## config.mk

```make
export PLATFORM = sky130hd
export DESIGN_NAME = rst_mgr
export DESIGN_NICKNAME = d
export VERILOG_FILES = /design/src/rtl/rst_mgr_pkg.sv /design/src/rtl/rst_mgr_debounce.sv /design/src/rtl/rst_mgr.sv
export SDC_FILE = /design/constraint.sdc
export NUM_CORES = 1
export LEC_CHECK = 0
export ABC_AREA = 1
export BUFFER_PORTS_ARGS = -buffer_cell sky130_fd_sc_hd__buf_2
export CAP_MARGIN = 20
export CORE_MARGIN = 4
export CORE_UTILIZATION = 60
export CTS_CLUSTER_DIAMETER = 120
export DETAILED_ROUTE_END_ITERATION = 7
export MAX_ROUTING_LAYER = met4
export PLACE_DENSITY_LB_ADDON = 0.12
export SYNTH_ARGS = -nofsm -noshare
export SYNTH_HDL_FRONTEND = slang
export SYNTH_SLANG_ARGS = --single-unit
```

## constraint.sdc

```tcl
create_clock -name clk -period 3.7 [get_ports clk]
set_clock_uncertainty 0.05 [all_clocks]
set_input_delay 0.185 -clock clk [delete_from_list [all_inputs] [get_ports clk]]
set_output_delay 0.185 -clock clk [all_outputs]
set_load 0.1 [all_outputs]
```

## src/rtl/rst_mgr_pkg.sv

```systemverilog
// -----------------------------------------------------------------------------
// rst_mgr_pkg
// Shared definitions for the reset manager: sequencer state encodings, reset
// cause codes and the cause priority encoder.
// -----------------------------------------------------------------------------
package rst_mgr_pkg;

    // Sequencer states
    typedef enum logic [1:0] {
        RST_HOLD    = 2'd0,
        RST_RELEASE = 2'd1,
        RST_RUN     = 2'd2
    } rst_state_e;

    // Reset cause codes reported on the cause output
    localparam logic [1:0] RST_CAUSE_POR  = 2'd0;
    localparam logic [1:0] RST_CAUSE_EXT  = 2'd1;
    localparam logic [1:0] RST_CAUSE_SW   = 2'd2;
    localparam logic [1:0] RST_CAUSE_TRAP = 2'd3;

    // Priority encoder for simultaneous requests: EXT > TRAP > SW
    function automatic logic [1:0] sel_cause(input logic ext_req,
                                             input logic trap_req,
                                             input logic sw_req);
        logic [1:0] c;
        if (ext_req) begin
            c = RST_CAUSE_EXT;
        end else if (trap_req) begin
            c = RST_CAUSE_TRAP;
        end else if (sw_req) begin
            c = RST_CAUSE_SW;
        end else begin
            c = RST_CAUSE_POR;
        end
        return c;
    endfunction

endpackage

```

## src/rtl/rst_mgr_debounce.sv

```systemverilog
// -----------------------------------------------------------------------------
// rst_mgr_debounce
// Two-flop synchroniser followed by a stability filter. The clean level only
// changes after the synchronised input has held its new value for DEB_CNT
// consecutive cycles; any shorter excursion restarts the count.
//
// Ports:
//   clk      in   system clock
//   reset_n  in   asynchronous active-low reset
//   din      in   asynchronous raw input
//   dout     out  debounced, registered level
// -----------------------------------------------------------------------------
module rst_mgr_debounce #(
    parameter int DEB_CNT = 1000
) (
    input  logic clk,
    input  logic reset_n,
    input  logic din,
    output logic dout
);

    localparam int DW = $clog2(DEB_CNT + 1);

    logic          sync1_r;
    logic          sync2_r;
    logic          level_r;
    logic [DW-1:0] cnt_r;

    // Synchroniser and stability counter; count is cleared whenever the input agrees with the level
    always_ff @(posedge clk or negedge reset_n) begin
        if (!reset_n) begin
            sync1_r <= 1'b0;
            sync2_r <= 1'b0;
            level_r <= 1'b0;
            cnt_r   <= '0;
        end else begin
            sync1_r <= din;
            sync2_r <= sync1_r;
            if (sync2_r != level_r) begin
                // This sample is the DEB_CNT-th consecutive differing one
                if (cnt_r == DW'(DEB_CNT - 1)) begin
                    level_r <= sync2_r;
                    cnt_r   <= '0;
                end else begin
                    cnt_r   <= cnt_r + DW'(1);
                end
            end else begin
                cnt_r <= '0;
            end
        end
    end

    assign dout = level_r;

endmodule

```

## src/rtl/rst_mgr.sv

```systemverilog
// -----------------------------------------------------------------------------
// rst_mgr
// Reset manager: stretches power-on reset, accepts a debounced board button,
// a single-cycle software request and (optionally) a CPU trap, then releases
// N_CH domain resets one by one (bit 0 first) and records the last cause.
//
// Optional feature macro: RSTMGR_TRAP_RST_EN
//   defined   -> trap high is a reset request (cause 3)
//   undefined -> trap is ignored
//
// Ports:
//   clk          in   system clock
//   reset_n      in   asynchronous active-low power-on reset
//   ext_rst_req  in   asynchronous board button, active high
//   sw_rst_req   in   synchronous single-cycle software reset pulse
//   trap         in   CPU trap level
//   rst_o        out  active-high domain resets, bit 0 released first
//   done         out  high once every domain is released
//   cause        out  last reset cause (0 POR, 1 EXT, 2 SW, 3 TRAP)
// -----------------------------------------------------------------------------
module rst_mgr
    import rst_mgr_pkg::*;
#(
    parameter int                 N_CH      = 2,
    parameter int                 CNT_W     = 16,
    parameter logic [CNT_W-1:0]   HOLD_CNT  = 16'hFFFF,
    parameter int                 STAGE_DLY = 16,
    parameter int                 DEB_CNT   = 1000
) (
    input  logic            clk,
    input  logic            reset_n,
    input  logic            ext_rst_req,
    input  logic            sw_rst_req,
    input  logic            trap,
    output logic [N_CH-1:0] rst_o,
    output logic            done,
    output logic [1:0]      cause
);

    localparam int IDX_W = (N_CH > 1) ? $clog2(N_CH) : 1;

    rst_state_e       state_r;
    logic [CNT_W-1:0] hold_cnt_r;
    logic [CNT_W-1:0] stage_cnt_r;
    logic [IDX_W-1:0] idx_r;
    logic [N_CH-1:0]  rst_r;
    logic             done_r;
    logic [1:0]       cause_r;

    logic             ext_deb_s;
    logic             trap_req_s;
    logic             req_s;

    rst_mgr_debounce #(
        .DEB_CNT (DEB_CNT)
    ) u_debounce (
        .clk     (clk),
        .reset_n (reset_n),
        .din     (ext_rst_req),
        .dout    (ext_deb_s)
    );

`ifdef RSTMGR_TRAP_RST_EN
    assign trap_req_s = trap;
`else
    // Trap is not a reset source in this build; the AND keeps the pin referenced
    assign trap_req_s = 1'b0 & trap;
`endif

    // Any enabled source forces the sequence back to HOLD
    always_comb begin
        req_s = ext_deb_s | trap_req_s | sw_rst_req;
    end

    // Reset sequencer: hold, staged release, run; level requests reload every cycle
    always_ff @(posedge clk or negedge reset_n) begin
        if (!reset_n) begin
            state_r     <= RST_HOLD;
            hold_cnt_r  <= HOLD_CNT;
            stage_cnt_r <= '0;
            idx_r       <= '0;
            rst_r       <= '1;
            done_r      <= 1'b0;
            cause_r     <= RST_CAUSE_POR;
        end else if (req_s) begin
            state_r     <= RST_HOLD;
            hold_cnt_r  <= HOLD_CNT;
            stage_cnt_r <= '0;
            idx_r       <= '0;
            rst_r       <= '1;
            done_r      <= 1'b0;
            cause_r     <= sel_cause(ext_deb_s, trap_req_s, sw_rst_req);
        end else begin
            case (state_r)
                RST_HOLD: begin
                    if (hold_cnt_r == '0) begin
                        rst_r[0] <= 1'b0;
                        if (N_CH == 1) begin
                            state_r <= RST_RUN;
                            done_r  <= 1'b1;
                        end else begin
                            state_r     <= RST_RELEASE;
                            idx_r       <= IDX_W'(1);
                            stage_cnt_r <= CNT_W'(STAGE_DLY - 1);
                        end
                    end else begin
                        hold_cnt_r <= hold_cnt_r - CNT_W'(1);
                    end
                end
                RST_RELEASE: begin
                    if (stage_cnt_r == '0) begin
                        rst_r[idx_r] <= 1'b0;
                        if (idx_r == IDX_W'(N_CH - 1)) begin
                            state_r <= RST_RUN;
                            done_r  <= 1'b1;
                        end else begin
                            idx_r       <= idx_r + IDX_W'(1);
                            stage_cnt_r <= CNT_W'(STAGE_DLY - 1);
                        end
                    end else begin
                        stage_cnt_r <= stage_cnt_r - CNT_W'(1);
                    end
                end
                RST_RUN: begin
                    state_r <= RST_RUN;
                end
                default: begin
                    // Unreachable encoding: restart a full sequence
                    state_r    <= RST_HOLD;
                    hold_cnt_r <= HOLD_CNT;
                    rst_r      <= '1;
                    done_r     <= 1'b0;
                end
            endcase
        end
    end

    assign rst_o = rst_r;
    assign done  = done_r;
    assign cause = cause_r;

endmodule
```

# [Yosys cells after proc, flatten, opt, wreduce, memory -nomap -nowiden]
# Cells that the tools add are included.
[word_totals] in_bits=5 wordCells=81 reg_bits=53 output_inout_bits=5
[op_classes] n_mux=33 addsub=4 n_bitwise=3 n_lt_le_gt_ge=2 reduce_logical=15 eq_ne=12
[op_table] cell="16-bit two-way mux" n=6
[op_table] cell="16-bit one-hot mux with 2 select lines" n=2
[op_table] cell="16-bit zero test" n=2
[op_table] cell="16-bit by 1-bit subtractor with 16-bit output, second input constant" n=2
[op_table] cell="10-bit two-way mux" n=2
[op_table] cell="2-bit two-way mux" n=8
[op_table] cell="3-bit AND reduction" n=5
[op_table] cell="3-bit inequality test, second input constant" n=4
[op_table] cell="10-bit by 1-bit adder with 10-bit output, second input constant" n=1
[op_table] cell="10-bit == test, second input constant" n=1
[op_table] cell="1-bit two-way mux" n=9
[op_table] cell="1-bit one-hot mux with 2 select lines" n=3
[op_table] cell="2-bit one-hot mux with 3 select lines" n=1
[op_table] cell="2-bit AND reduction" n=3
[op_table] cell="2-bit by 1-bit inequality test with 1-bit output, second input constant" n=2
[op_table] cell="4-bit inequality test, second input constant" n=1
[op_table] cell="2-bit OR reduction" n=2
[op_table] cell="1-bit one-hot mux with 3 select lines" n=1
[op_table] cell="3-bit nonzero test" n=1
[op_table] cell="2-bit bitwise AND" n=1
[op_table] cell="2-bit by 1-bit == test with 1-bit output, second input constant" n=1
[op_table] cell="2-bit == test, second input constant" n=1
[op_table] cell="2-bit zero test" n=1
[op_table] cell="1-bit by 2-bit < comparator with 1-bit output, second input constant" n=1
[op_table] cell="other kinds (8)" n=8

# [Depth between registers and ports, before layout]
# Gate-level depths: netlist of the first run.
[logic_depth] word_depth=9 ltp_mapped=12 ltp_nobuf=11

# [Cells and area by module]
# A second synthesis of the first run with hierarchy kept.
[unflattened] cells_unflattened=470 area_unflattened_um2=3367.0
[modules_own_cells] module="rst_mgr" area_each_um2=2722.6 instances=1 cells_per_inst=397 seq_area_each_um2=1023.5
[modules_own_cells] module="rst_mgr_debounce" area_each_um2=644.4 instances=1 cells_per_inst=73 seq_area_each_um2=325.3

# [Worst setup path before layout of the first run]
# OpenSTA, ideal clock, no wires.
[synth_path] kind="reg2reg" startpoint="register state_r[0]" endpoint="register hold_cnt_r[10]" setup_time_ns=0.083 t_arrival_ns=1.547 required_ns=3.567 path_buffers=2 setup_slack_ns=2.020 path_stages_with_launch=12 path_cell_list="dfrtp_1 > inv_1 > ha_1 > inv_2 > nor2_4 > inv_2 > nand2_4 > nand2_2 > buf_6 > buf_6 > nand3b_1 > nand3_1"
[synth_via] elab_chain_len=4 word_cells_on_any_way=9 classes_between="eq/ne (4); mux (2); reduce/logical (3)"
[synth_lines] item="from (decl)" line_no="rst_mgr.sv:42" source="rst_state_e state_r;"
[synth_lines] item="from (signal assigned)" line_no="rst_mgr.sv:78" source="state_r <= RST_HOLD;"
[synth_lines] item="from (signal assigned)" line_no="rst_mgr.sv:86" source="state_r <= RST_HOLD;"
[synth_lines] item="from (signal assigned)" line_no="rst_mgr.sv:99" source="state_r <= RST_RUN;"
[synth_lines] item="2-bit == test or 2-bit by 1-bit == test with 1-bit output (tied branches)" line_no="rst_mgr.sv:94" source="case (state_r)"
[synth_lines] item="2-bit OR reduction (no source line)"
[synth_lines] item="16-bit one-hot mux with 2 select lines or 2-bit by 1-bit inequality test with 1-bit output (tied branches)"
[synth_lines] item="16-bit two-way mux or 2-bit AND reduction (tied branches)"
[synth_lines] item="to (signal assigned)" line_no="rst_mgr.sv:107" source="hold_cnt_r <= hold_cnt_r - CNT_W'(1);"
[synth_lines] item="to (decl)" line_no="rst_mgr.sv:43" source="logic [CNT_W-1:0] hold_cnt_r;"
# Parallel ways exist; a longest one is shown, timed or not.
# A chain may end at the register's enable or synchronous reset.

# [Worst setup path after layout of the first run]
[layout_path] startpoint="register state_r[0]" endpoint="register hold_cnt_r[4]"
# The elaborated chain is that of the path after synthesis.

==> results_dict.tcl, run 1 <==
set metrics [dict create \
    outcome "finished, final reports clean" \
    finalCriticalPeriod_ns 2.09 \
    wl_per_cell_um 12.4 \
    path_cells "inv_1 -> ha_1 -> inv_2 -> nor2_4 -> inv_2 -> nand2_4 -> nand2_2 -> nand3b_1 -> nand3_1" \
    floorplan.rows 26 \
    vias_in_the_first_global_route 2696 \
    seq_power_share_pct 37.5 \
    critical_path.reg2reg.startpoint "state_r[0]" \
    root_buf_cell "clkbuf_8" \
    chipHeight_um 82.6 \
    slowest_delay_ns 0.42 \
    insertion_delay_ns 0.30 \
    cts_inserted_buffers 5 \
    cp_max_fo 29 \
    setup.worst_path.end_class "register" \
    netlist.top_cell.by_area "dfrtp_1" \
    portion_of_the_post_synthesis_area_used_by_sequential_elements_pct 40.3 \
    post_cts.repair.setup_buffers 0 \
    min-delay-path-class "primary input to register" \
    p_int_mw 1.16 \
    buffers_on_ports 8 \
    synthCells 462 \
    drt_first_pass_iters 4 \
    worst_ir_drop_vdd_mv 0.623 \
    fmax_mhz 478 \
    die_w_um 82.6 \
    synthesis.nets 474 \
    fin_worst_hold_slack_ns 0.0786 \
    power_switching_mw 1.04 \
    cts_hold_repair.buffers 2 \
    cap_violations 0 \
    detailedPlacementHpwl_um 4820 \
    cpMaxStageDelayCell "dfrtp_1" \
    synthesis.area_um2 3340 \
    synth_area_leaders "dfrtp_1, dfstp_2, nand2_1, nand3_1, nor2_1" \
    ctsResizeCount 0 \
    drt_wl_total_um 6720 \
    critPathRequiredTime_ns 3.89 \
    bufs_on_longest_clock_path 2 \
    min_period_over_period_pct 56.5 \
    tritoncts_num_sinks 53 \
    report.final.slew_viol_count 0 \
    antenna_found_initial 0 \
    final_cell_mix "nand2_1, nor2_1, nand3_1" \
    detailroute.via_count 2897 \
    grt_pass1_wl_um 11700 \
    netlist-cell-type-count 35 \
    timing.critical_path.mode_cell "inv_2" \
    power_density_nw_per_um2 623 \
    finish.net_count 484 \
    post_route_cells_drive_above_1_share_pct 15.6 \
    htree_levels 2 \
    crit_path_start_kind "register" \
    max-slew-margin-rel_pct 62.2 \
    syn_avg_cell_area_um2 7.24 \
    fp.dieArea_um2 6830 \
    path_clk_slew_ns 0.10 \
    finalHoldViolations 0 \
    p_clk_share_pct 15.5 \
    reg2reg_slack_ns 1.61 \
    worst_hold_startpoint "sw_rst_req" \
    ys.warnings.count 0 \
    antenna_diode_instance_count 0 \
    setup_viol 0 \
    initial_core_util_pct 63.8 \
    postRouteAntennaNets 0 \
    setup-tns-final_ns 0 \
    drt-initial-drc-count 111 \
    ys_seq_elements 53 \
    crit_arrival_ns 2.28 \
    timing_worst_slew_pin_value_ns 0.565 \
    p_leak_nw 1.71 \
    areaGrowthSynthToFinish_pct 5.24 \
    grt_util_all_layers_pct 22.5 \
    design.portCount 10 \
    drt-vias-per-instance 5.34 \
    grt_setup_unrepaired "false" \
    remaining_drc_errors 0 \
    place.gp.congestion 0.873 \
    synth_top_cell_area_share_pct 26.2 \
    startpoint "state_r[0]" \
    criticalPathCategory "register to register" \
    floorplan.core_area_um2 5240 \
    grt_start_max_net_pins 32 \
    combPwrFrac_pct 47.0 \
    layout_commonest_cell "nand2_1" \
    cts_tree "built" \
    globalRouteOverflowTotal 0 \
    p_sw_share_pct 47.2 \
]
## cells by family (layout without fill, tap and decap cells)
group           count (synthesis)  in the layout  share of synthesized area [%]
compound gates                 38             38                           6.14
xor+xnor                        4              4                           1.05
fa+ha+maj                       7              7                           2.62
buf+inv                        61             72                           8.38
flops                          53             53                           40.3
simple gates                  299            299                           41.5
## area by class of cell
type	count	area, um^2
Sequential cell	53	1350
Timing Repair Buffer	11	67.6
Clock buffer	5	68.8
Inverter	53	206
Fill cell	456	1720
Multi-Input combinational cell	348	1710
Tap cell	70	87.6
Clock inverter	3	25.0
## state kept, by name, indices dropped and copies added, names as in the netlist
signal              count
idx_r                   1
u_debounce.dout         1
hold_cnt_r             16
rst_o                   2
done                    1
cause                   2
state_r                 2
stage_cnt_r            16
u_debounce.cnt_r       10
u_debounce.sync2_r      1
u_debounce.sync1_r      1
## critical path: cells and delay by family, from the launching register on
kind	cells	cell delay, ns
adder cells (fa/ha/maj)	1	0.34
buffers and inverters	3	0.28
flip-flops	1	0.42
AND/OR/NAND/NOR	5	0.92
## stage by stage
stage	cell area, um^2	total power, mW	std cells	utilization [%]	setup WS, ns
floorplan	3340	1.70	462	-	2.02
global placement	3400	1.83	533	65.0	1.69
detailed placement	3400	1.86	533	65.0	1.63
global route	3520	2.37	543	67.2	1.39
finish	3520	2.19	543	67.2	1.61
CTS	3520	2.20	543	67.2	1.60
## per-layer routing
layer  routed length, um  GRT usage (%)  part of all wire (%)
met5                   0              -                     0
met4                  67           5.56                   1.0
met2                3180           36.9                    47
met1                3230           29.7                    48
met3                 247           2.93                   3.7
## power by group through the flow
stage / clock, mW / combinational [mW] / sequential (mW)
after detailed placement: 0 / 1.02 / 0.831
after CTS: 0.352 / 1.03 / 0.822
after global placement: 0 / 1.00 / 0.826
final: 0.340 / 1.03 / 0.823
after floorplan: 0 / 0.803 / 0.893
after global routing: 0.369 / 1.16 / 0.842
## final timing paths
check / cells after the start / to
max: 9 / hold_cnt_r[4]
min: 4 / cause[0]
max reg2reg: 9 / hold_cnt_r[4]
min reg2reg: 0 / u_debounce.sync2_r
max in group asynchronous: 3 / hold_cnt_r[5]
min in group asynchronous: 2 / u_debounce.cnt_r[5]
## synthesized netlist by cell type
cell,count
buf_12,1
inv_2,5
buf_1,1
ha_1,7
nand3_2,1
nand2_4,4
nand2_1,114
o21bai_1,4
nor2_8,1
nand3b_1,5
a21oi_1,6
nor3b_1,1
inv_1,46
inv_4,1
nand2_2,14
nor2_4,3
dfstp_2,18
clkbuf_1,1
buf_4,1
buf_6,3
nand4_1,7
a31oi_1,2
nand3_1,64
o21ai_0,12
or2_2,2
buf_2,1
a21boi_0,1
nor2_1,68
nor2_2,7
nor4_1,1
dfrtp_1,35
nor3_1,7
inv_6,1
o21ai_1,13
xor2_1,4
No activity file was read; power rests on OpenSTA's default activity.
==> run 2: changes to the inputs <==
clock period = 2.1 ns   (was 3.7 ns; I/O delays follow)
==> run 2 against run 1 <==
Final area up 2.1%. Maximum frequency up 12%. Flip-flop and latch count unchanged. Power up 84%. Largest power group unchanged. Critical path depth up 1. Global-route usage up 0.089 points. Worst hold slack better by 0.24 ns.
==> results_dict.tcl, run 2 (same netlist as run 1, synthesis figures left out) <==
set metrics [dict create \
    ctsResizeCount 0 \
    detailedPlacementHpwl_um 4870 \
    drt-vias-per-instance 5.36 \
    floorplan.rows 26 \
    min_period_over_period_pct 88.6 \
    die_w_um 82.6 \
    p_leak_nw 1.76 \
    grt_start_max_net_pins 54 \
    critical_path.top_delay_family "simple AND/OR/NAND/NOR gates" \
    htree_levels 2 \
    path_clk_slew_ns 0.10 \
    layout_commonest_cell "nand2_1" \
    timing_worst_slew_pin_value_ns 0.653 \
    timing.critical_path.mode_cell "nand2_1" \
    report.final.slew_viol_count 0 \
    max-slew-margin-rel_pct 56.5 \
    insertion_delay_ns 0.30 \
    startpoint "state_r[1]" \
    cpMaxStageDelayCell "dfrtp_1" \
    route.met2.wl_um 3160 \
    globalRouteOverflowTotal 0 \
    finalCriticalPeriod_ns 1.86 \
    criticalPathCategory "register to register" \
    detailroute.via_count 2946 \
    slowest_delay_ns 0.38 \
    fin_worst_hold_slack_ns 0.321 \
    fp.dieArea_um2 6830 \
    setup_viol 0 \
    post_route_cells_drive_above_1_share_pct 16.7 \
    grt_setup_unrepaired "false" \
    post_cts.repair.setup_buffers 0 \
    worst_hold_startpoint "u_debounce.sync1_r" \
    crit_arrival_ns 2.01 \
    grt_util_all_layers_pct 22.6 \
    cp_max_fo 17 \
    critical_path.reg2reg.startpoint "state_r[1]" \
    drt_first_pass_iters 4 \
    finish.net_count 491 \
    setup.worst_path.end_class "register" \
    worst_ir_drop_vdd_mv 0.996 \
    sequential_cell_area_um2 1350 \
    cap_violations 0 \
    design.portCount 10 \
    finalHoldViolations 0 \
    floorplan.core_area_um2 5240 \
    bufs_on_longest_clock_path 2 \
    final_cell_mix "nand2_1, nor2_1, nand3_1" \
    postRouteAntennaNets 0 \
    layout_top_registers "hold_cnt_r (16), stage_cnt_r (16), u_debounce.cnt_r (10)" \
    power_density_nw_per_um2 1120 \
    vias_in_the_first_global_route 2753 \
    met3_wirelength_um 278 \
    crit_path_start_kind "register" \
    remaining_drc_errors 0 \
    outcome "finished, final reports clean" \
    cts_tree "built" \
    fmax_mhz 537 \
    antenna_found_initial 0 \
    detail_route.wirelength.met1_um 3280 \
    initial_core_util_pct 63.8 \
    min-delay-path-class "register to register" \
    top_layer "met4" \
    antenna_diode_instance_count 0 \
    drt_wl_total_um 6820 \
    chipHeight_um 82.6 \
    fill_cell_total_of_the_finished_layout 432 \
    setup-tns-final_ns 0 \
    critical_path_buf_inv_count 3 \
    areaGrowthSynthToFinish_pct 7.45 \
    wl_per_cell_um 12.4 \
    reg2reg_slack_ns 0.24 \
    multi_input_comb_area_um2 1710 \
    place.gp.congestion 0.867 \
    critPathRequiredTime_ns 2.25 \
    grt_pass1_wl_um 11900 \
    root_buf_cell "clkbuf_8" \
    path_cells "inv_1 -> ha_1 -> inv_2 -> nor2_2 -> nand2_1 -> nor2_4 -> nor2_8 -> inv_6 -> nand2_1 -> nand2_1" \
    buffers_on_ports 8 \
    cts_inserted_buffers 5 \
    tritoncts_num_sinks 53 \
    drt-initial-drc-count 168 \
]
[run 2: changes by cell type in the layout (fill, tap and decap cells not counted), sizes merged]
cell	change
buf	+6
bufinv	+1
clkinvlp	-1
dlygate4sd3	+1
[run 2: final cells by class]
cell class | instances | area share, %
clock buffers | 5 | 1.92
clock inverters | 3 | 1.22
inverters | 53 | 5.75
multi-input cells | 348 | 47.7
flip-flops and latches | 53 | 37.5
well taps | 70 | 2.44
repair buffers | 18 | 3.41
[run 2: what timing repair did]
| item | in CTS | in global routing |
|---|---|---|
| endpoints found under the setup margin | 0 | 0 |
| endpoints found under the hold margin | 37 | 0 |
| hold buffers | 3 | 0 |
[run 2: final timing paths]
kind                                        to  cells past startpoint
hold / removal              u_debounce.sync2_r                      0
setup / recovery                stage_cnt_r[5]                     10
min in group asynchronous  u_debounce.cnt_r[5]                      3
hold reg to reg             u_debounce.sync2_r                      0
max in group asynchronous       stage_cnt_r[2]                      3
setup reg to reg                stage_cnt_r[5]                     10
[run 2: per-layer routing]
| layer | GRT usage (%) | up-vias |
|---|---|---|
| met5 | - | - |
| met2 | 37.8 | 60 |
| met1 | 28.9 | 1358 |
| met3 | 3.36 | 13 |
| li1 | - | 1515 |
| met4 | 5.56 | 0 |
[run 2: power by group]
group          internal, mW  leakage, nW  switching, mW  total (mW)
Clock                 0.358       0.0585          0.340       0.697
Combinational         0.594         1.05           1.30        1.89
Sequential             1.26        0.655          0.184        1.45
Total                  2.22         1.76           1.82        4.03
[run 2: through the flow]
stage,total power [mW],instance area [um^2],worst slack [ns],cells,utilization [%]
finish,4.03,3590,0.239,550,68.6
global route,4.37,3590,0.0857,550,68.6
CTS,4.05,3590,0.238,550,68.6
detailed placement,3.33,3450,0.254,539,65.9
global placement,3.29,3450,0.295,539,65.9
floorplan,2.99,3340,0.420,462,-
==> run 3: changes to the inputs <==
CELL_PAD_IN_SITES_DETAIL_PLACEMENT = 0   (was unset)
CELL_PAD_IN_SITES_GLOBAL_PLACEMENT = 1   (was unset)
CORE_ASPECT_RATIO = 0.5   (was unset)
CORE_UTILIZATION = 46   (was 60)
==> run 3 against run 2 <==
Critical path depth stayed put. Count of clock-buffer cells in the layout is 1 higher. Global-route usage is 3.6 points lower. Critical path type unchanged. Critical endpoint is now stage_cnt_r[11]. Largest power group unchanged.
==> results_dict.tcl, run 3 (same netlist as run 1, synthesis figures left out) <==
set metrics [dict create \
    antenna_diode_instance_count 0 \
    antenna_found_initial 0 \
    seq_power_share_pct 34.6 \
    worst_ir_drop_vdd_mv 0.707 \
    fin_worst_hold_slack_ns 0.0157 \
    drt-initial-drc-count 134 \
    place.gp.congestion 0.837 \
    cap_violations 0 \
    ctsResizeCount 0 \
    reg2reg_slack_ns 0.25 \
    min_period_over_period_pct 88.1 \
    setup.worst_path.end_class "register" \
    tritoncts_num_sinks 53 \
    detailroute.via_count 2885 \
    worst_slack_after_detailed_placement_ns 0.256 \
    path_clk_slew_ns 0.07 \
    crit_arrival_ns 1.99 \
    die_w_um 129 \
    route.met2.wl_um 3260 \
    placedCellCount 563 \
    initial_core_util_pct 48.8 \
    cts_tree "built" \
    report.final.slew_viol_count 0 \
    post_cts.repair.setup_buffers 0 \
    max-slew-margin-rel_pct 58.5 \
    p_clk_share_pct 19.7 \
    p_int_mw 2.31 \
    setup-tns-final_ns 0 \
    floorplan.rows 21 \
    detail_route.wirelength.met1_um 3650 \
    fin_cells 573 \
    vias_in_the_first_global_route 2756 \
    power_density_nw_per_um2 1140 \
    worst_setup_slack_after_layout_ns 0.250 \
    finalHoldViolations 0 \
    final_cell_mix "nand2_1, nor2_1, nand3_1" \
    finalCriticalPeriod_ns 1.85 \
    grt_pass1_wl_um 12900 \
    postLayoutCellArea_um2 3670 \
    setup_viol 0 \
    cts_hold_repair.buffers 2 \
    floorplan.core_area_um2 6860 \
    postPlaceCellArea_um2 3500 \
    timing_worst_slew_pin_value_ns 0.623 \
    grt_setup_unrepaired "false" \
    top_layer "met4" \
    critPathRequiredTime_ns 2.24 \
    design.portCount 10 \
    cp_max_fo 14 \
    cts_inserted_buffers 5 \
    p_sw_share_pct 44.8 \
    post_route_cells_drive_above_1_share_pct 16.8 \
    finish.net_count 492 \
    layout_commonest_cell "nand2_1" \
    outcome "finished, final reports clean" \
    root_buf_cell "clkbuf_16" \
    layout_top_registers "hold_cnt_r (16), stage_cnt_r (16), u_debounce.cnt_r (10)" \
    combPwrFrac_pct 45.7 \
    drt_wl_total_um 7180 \
    insertion_delay_ns 0.30 \
    crit_path_start_kind "register" \
    power_switching_mw 1.88 \
    buffers_on_ports 8 \
    p_leak_nw 1.77 \
    met3_wirelength_um 220 \
    drt-vias-per-instance 5.03 \
    wl_per_cell_um 12.5 \
    globalRouteOverflowTotal 0 \
    postRouteAntennaNets 0 \
    bufs_on_longest_clock_path 2 \
    fmax_mhz 541 \
    criticalPathCategory "register to register" \
    min-delay-path-class "primary input to register" \
    drt_first_pass_iters 4 \
    grt_start_max_net_pins 29 \
    htree_levels 2 \
    remaining_drc_errors 0 \
    fp.dieArea_um2 8780 \
    fill_cell_total_of_the_finished_layout 662 \
    areaGrowthSynthToFinish_pct 9.73 \
    detailedPlacementHpwl_um 5250 \
    grt_util_all_layers_pct 19.0 \
    chipHeight_um 68.3 \
]
-- run 3: cell types whose count changed in the layout (fill, tap and decap cells not counted) --
cell	before	now
clkinv_2	1	0
buf_12	0	1
clkbuf_16	0	5
dlygate4sd3_1	3	2
buf_4	7	8
bufinv_16	1	0
clkinvlp_4	0	2
clkbuf_8	5	0
inv_6	2	1
clkbuf_1	0	1
-- run 3: stage by stage --
stage               power, mW  util, %
floorplan                2.99        -
global placement         3.33     51.1
detailed placement       3.38     51.1
CTS                      4.24     53.5
global route             4.60     53.5
finish                   4.19     53.5
-- run 3: worst max-delay path: stages (launching register included) --
cell     delay (ns)
dfrtp_1        0.40
inv_1          0.08
ha_1           0.21
inv_2          0.14
nor2_2         0.20
nand2_1        0.11
nor2_4         0.17
nor2_8         0.10
buf_4          0.16
nand3_1        0.08
nand2_1        0.05
-- run 3: cell type report --
cell class	instances	area, um^2	share of cell area, %
inverter	53	206	5.63
sequential	53	1350	36.8
clock inverter	2	15.0	0.409
tap	92	115	3.14
clock buffer	6	129	3.51
timing repair buffer	19	140	3.82
multi-input combinational	348	1710	46.7
-- run 3: metal layers --
layer / vias up / global-route usage (%)
met1: 1337 / 24.4
li1: 1510 / -
met5: - / -
met4: 0 / 4.06
met2: 32 / 31.5
met3: 6 / 4.21
-- run 3: power groups by stage --
stage               clock, mW  combinational [mW]  sequential (mW)
floorplan                   0                1.41             1.57
global placement            0                1.88             1.45
detailed placement          0                1.92             1.46
CTS                     0.862                1.93             1.45
global route            0.916                2.20             1.48
finish                  0.827                1.91             1.45
-- run 3: final timing paths --
check                      cells past startpoint               start             endpoint
hold / removal                                 3          sw_rst_req             cause[1]
max in group asynchronous                      3             reset_n        hold_cnt_r[2]
setup / recovery                              10          state_r[1]      stage_cnt_r[11]
setup reg to reg                              10          state_r[1]      stage_cnt_r[11]
hold reg to reg                                0  u_debounce.sync1_r   u_debounce.sync2_r
min in group asynchronous                      2             reset_n  u_debounce.cnt_r[0]
